==> config.mk <==
export PLATFORM = sky130hd
export DESIGN_NAME = hdr_beat_assembler
export DESIGN_NICKNAME = d
export VERILOG_FILES = /design/src/rtl/dram_init_checker_pkg.sv /design/src/rtl/dram_init_checker_hdr_beat_assembler.sv
export SDC_FILE = /design/constraint.sdc
export NUM_CORES = 1
export LEC_CHECK = 0
export ABC_AREA = 1
export CORE_AREA = 2 2 248 250
export CTS_BUF_LIST = sky130_fd_sc_hd__clkbuf_16
export DETAILED_ROUTE_END_ITERATION = 6
export DIE_AREA = 0 0 250 252
export GPL_TIMING_DRIVEN = 0
export PLACE_DENSITY = 0.64
export SYNTH_ARGS = -nofsm -noshare
export SYNTH_HDL_FRONTEND = slang
export SYNTH_SLANG_ARGS = --single-unit
==> constraint.sdc <==
create_clock -name Clock -period 1.53 [get_ports Clock]
set_input_delay 0.459 -clock Clock [delete_from_list [all_inputs] [get_ports Clock]]
set_output_delay 0.459 -clock Clock [all_outputs]
set_load 0.01 [all_outputs]
==> src/rtl/dram_init_checker_pkg.sv <==
// Shared constants for the bucket-header init checker: DDR3 command
// codes, header field layout, bucket stride and ORAM tree sizing.
package dram_init_checker_pkg;

    localparam logic [2:0] Ddr3CmdWrite = 3'b000;
    localparam logic [2:0] Ddr3CmdRead  = 3'b001;

    localparam logic [63:0] IvInitDefault = 64'h0;

    // Header layout: IV at the bottom, valid bits above it,
    // everything from HdrSpaceLo upward is don't-care.
    localparam int HdrIvLo      = 0;
    localparam int HdrIvWidth   = 64;
    localparam int HdrValidLo   = HdrIvLo + HdrIvWidth;
    localparam int HdrValidBits = 4;
    localparam int HdrSpaceLo   = HdrValidLo + HdrValidBits;

    localparam int BktSizeDrWords = 8;

    // Tree buckets plus one spare bucket per subtree.
    function automatic int numBucketsFor(int levels, int subtrees);
        return (1 << (levels + 1)) + subtrees;
    endfunction

    // Counter width able to hold the value n itself.
    function automatic int cntWidth(int n);
        return (n < 1) ? 1 : $clog2(n + 1);
    endfunction

endpackage

==> src/rtl/dram_init_checker_hdr_beat_assembler.sv <==
// Collects BEDWidth read beats into one DDRDWidth header, LSB chunk first.
// Ports: Clock, Reset (async low), BeatValid/BeatData in; HeaderValid/Header
// out, valid combinationally on the last beat (held beats + current beat).
module hdr_beat_assembler
    import dram_init_checker_pkg::*;
#(
    parameter int DDRDWidth = 512,
    parameter int BEDWidth  = 128
)(
    input  logic                 Clock,
    input  logic                 Reset,
    input  logic                 BeatValid,
    input  logic [BEDWidth-1:0]  BeatData,
    output logic                 HeaderValid,
    output logic [DDRDWidth-1:0] Header
);
    localparam int Beats =
        (BEDWidth >= DDRDWidth) ? 1 : DDRDWidth / BEDWidth;

    generate
        if (Beats == 1) begin : gOne
            assign HeaderValid = BeatValid;
            if (BEDWidth > DDRDWidth) begin : gWide
                logic unusedHi;
                assign Header   = BeatData[DDRDWidth-1:0];
                assign unusedHi = ^BeatData[BEDWidth-1:DDRDWidth];
            end else begin : gExact
                assign Header = BeatData;
            end
        end else begin : gMulti
            localparam int CntW = $clog2(Beats);
            localparam logic [CntW-1:0] LastIdx = CntW'(Beats - 1);

            logic [CntW-1:0]     beatCnt;
            logic [BEDWidth-1:0] held [Beats];
            logic                lastBeat;

            assign lastBeat    = beatCnt == LastIdx;
            assign HeaderValid = BeatValid & lastBeat;

            always_ff @(posedge Clock or negedge Reset) begin
                if (!Reset) begin
                    beatCnt <= '0;
                    held    <= '{default: '0};
                end else if (BeatValid) begin
                    held[beatCnt] <= BeatData;
                    beatCnt <= lastBeat ? '0 : beatCnt + 1'b1;
                end
            end

            always_comb begin
                Header = '0;
                for (int k = 0; k < Beats - 1; k++)
                    Header[k*BEDWidth +: BEDWidth] = held[k];
                Header[(Beats-1)*BEDWidth +: BEDWidth] = BeatData;
            end
        end
    endgenerate

endmodule

==> results of run 1 <==
-- power by group through the flow --
stage                     Combinational (mW)  Sequential, mW  Clock (mW)
final                                   28.9            18.2        10.6
after global routing                    31.2            18.6        11.2
after detailed placement                23.4            17.8           0
after CTS                               24.5            18.0        10.7
after global placement                  23.1            17.7           0
after floorplan                         6.92            19.7           0
-- layout make-up --
type | count | area, um^2 | share of cell area (%)
buffer | 254 | 2400 | 8.71
antenna | 1 | 2.50 | 0.00907
timing repair buffer | 928 | 8100 | 29.3
sequential | 386 | 9660 | 35.0
multi-input combinational | 1166 | 5030 | 18.2
clock inverter | 29 | 274 | 0.993
inverter | 4 | 20.0 | 0.0725
tap | 782 | 978 | 3.55
clock buffer | 45 | 1130 | 4.08
-- cell usage in the layout (no fill, tap or decap) --
cell | netlist | final
clkinv_1 | 0 | 9
dfrtp_1 | 386 | 386
clkinvlp_4 | 0 | 1
nand2_2 | 0 | 1
nor2_1 | 1 | 1
buf_2 | 84 | 236
ha_4 | 0 | 3
buf_16 | 0 | 5
bufinv_16 | 0 | 5
clkbuf_2 | 0 | 6
nand2_1 | 776 | 772
diode_2 | 0 | 1
buf_6 | 22 | 303
buf_12 | 1 | 14
clkinv_2 | 0 | 8
clkinv_4 | 0 | 1
clkdlybuf4s15_1 | 0 | 20
nand2_8 | 0 | 3
clkbuf_16 | 0 | 65
nand3_2 | 10 | 10
inv_2 | 0 | 1
clkdlybuf4s15_2 | 0 | 30
inv_1 | 4 | 3
o21ai_0 | 1 | 1
buf_8 | 2 | 25
ha_2 | 0 | 1
buf_4 | 136 | 424
nand3_1 | 374 | 374
dlygate4sd2_1 | 0 | 99
inv_4 | 0 | 2
inv_6 | 0 | 3
-- what timing repair did --
action | 4_1_cts | 5_1_grt
gates cloned | 1 | 21
pin swaps | 2 | 2
endpoints found under the setup margin | 816 | 780
buffers inserted | 140 | 121
gates resized for setup | 2618 | 237
hold endpoints to repair | 63 | 63
-- flip-flops by register name, indices dropped and copies added (netlist names) --
signal          cells
Header            384
gMulti.beatCnt      2
-- per-stage QoR --
step	setup slack [ns]	power, mW	hold WS [ns]	area, um^2	setup TNS, ns
6_report	-0.331	57.7	-0.152	27600	-15.86
5_1_grt	-0.409	61.0	-0.123	27600	-52.41
4_1_cts	-0.368	53.3	-0.160	25400	-21.97
3_5_place_dp	-1.12	41.2	0.457	23900	-264.92
3_3_place_gp	-16.81	40.8	0.454	23800	-6668.17
2_1_floorplan	0.0326	26.6	0.163	16400	0
-- kinds of logic after synthesis --
logic type,count (synthesis),synth area share (%)
flops,386,58.9
buf+inv,260,10.9
compound gates,1,0.0305
fa+ha+maj,4,0.305
simple gates,1161,29.8
-- path summary, 6_finish.rpt --
check                                     endpoint  slack (ns)  cells after the start
min in group Clock         Header[380]$_DFFE_PN0P_        0.18                      3
hold / removal             Header[169]$_DFFE_PN0P_       -0.15                      1
setup / recovery                       HeaderValid       -0.33                      4
setup reg to reg           Header[319]$_DFFE_PN0P_       -0.11                      9
hold reg to reg            Header[281]$_DFFE_PN0P_        0.47                      2
max in group asynchronous  Header[352]$_DFFE_PN0P_        0.42                      3
-- metal layers --
layer	up-vias	track usage [%]	wire length, um
li1	7618	-	-
met1	8035	24.9	27200
met2	653	35.3	34900
met3	117	5.26	5510
met4	0	6.26	2130
met5	-	0	0
==> run metrics, run 1 <==
status=finished, violations left; failing checks=negative hold slack, negative setup slack; Worst Tran Pin Value=0.661 ns; Final ANT Viol Nets=0; Core ar.=60100 um^2; non-filler cells, final=3595; WL final=69.8 mm; CP peak stage delay=0.41 ns; Max Cap Viol=0; Net Sw Power=21.3 mW; worst-path fanout max=3; DR WL/cell=19.4 um; CTS buffer count=44; number of synthesized flops with an enable pin=0; top-count cell post-synth=nand2_1; initial core utilization=27.3%; DRC errors left=0; warnings from Yosys=0; crit-path leading delay family=flip-flops; number of port buffers=642; global-route wire length before repair=98.8 mm; Worst Path Buf+Inv=2; Synth top cells by count=776 x nand2_1, 386 x dfrtp_1, 374 x nand3_1; Vert. Die Dim=252 um; gr usage total=20.4%; buffer depth of the longest clock path=3; post-synth net total=1947; startpoint types=register; sw frac=36.8%; RD Place Congestion=0.895; H-tree Lvls=2; Worst Setup SP=gMulti.beatCnt[0]$_DFFE_PN0P_; Worst Setup End Kind=primary output; Clk Latency, worst-skew pair=0.57 ns; fin crit share=122%; P&R area growth vs syn=68.3%; Post-synth top flop=dfrtp_1; RSZ-0062 raised after global routing=yes; via count=16400; CTS tree=done; synthesized instance count=1812; largest net degree at the start of global routing=120; Vias/cell=4.57; Seq pwr share=31.6%; Final Critical Period=1.86 ns; IO Count=644; Worst EP required=1.07 ns; Clock Skews=0.0201 ns; die area=63000 um^2; slew margin rel.=55.9%; vias in the first global route=15700; worst min-delay path category=primary input to async pin; Yosys cell types=14; Synth top area share=58.9%; gr ovfl total=0; flops & latches, synth=386; Placed Cells=3239; Yosys top cell by area=dfrtp_1; Leakage=15.2 nW; Max Slew Vio Count=0; FMAX=0.537 GHz; Setup Crit Path Kind=register to primary output; Comb power frac=50.1%; hold slack=-0.152 ns; share of cells above drive strength 1=40.8%; peak supply drop=0.000861 V; Clock Root Buffer=clkbuf_16; clk slew on worst S/H paths=0.06 ns; Seq/Total Area, Yosys=58.9%; slowest CP cell=dfrtp_1; First-pass DRT Iterations=7; DPL Wire Length=47.6 mm; clock net sink count=386; Site Rows=90; power per cell area=2090 nW/um^2; CP cell instances=ha_2 > nand2_2 > inv_2 > buf_6; ranking of synthesized cells by area=dfrtp_1 59%, nand2_1 18%, nand3_1 11%; Nets=2919; Filler cells=5824; final setup vio count=579; synthesized area=16400 um^2; die width=250 um; final worst-path setup slack=-0.331 ns; Clk pwr share=18.3%; FFs w/ async S/R, synth=100%; DRT iter0 DRCs=1126; Final Hold Vio Count=63; initial antenna violation count=2; worst flop-to-flop path startpoint=gMulti.beatCnt[0]$_DFFE_PN0P_; P_int=36.5 mW; fin util=45.9%; Syn Area/Cell=9.05 um^2; CP Data Arrival Time=1.40 ns
No activity file was read; power rests on OpenSTA's default activity.
==> inputs of run 2 (changes only) <==
--- a/config.mk
+++ b/config.mk
@@ -8,6 +8,7 @@
 export ABC_AREA = 1
 export CORE_AREA = 2 2 248 250
 export CTS_BUF_LIST = sky130_fd_sc_hd__clkbuf_16
+export CTS_CLUSTER_DIAMETER = 200
 export DETAILED_ROUTE_END_ITERATION = 6
 export DIE_AREA = 0 0 250 252
 export GPL_TIMING_DRIVEN = 0
==> results of run 2 <==
No change in the layout: final DEF, timing and power equal those of run 1.
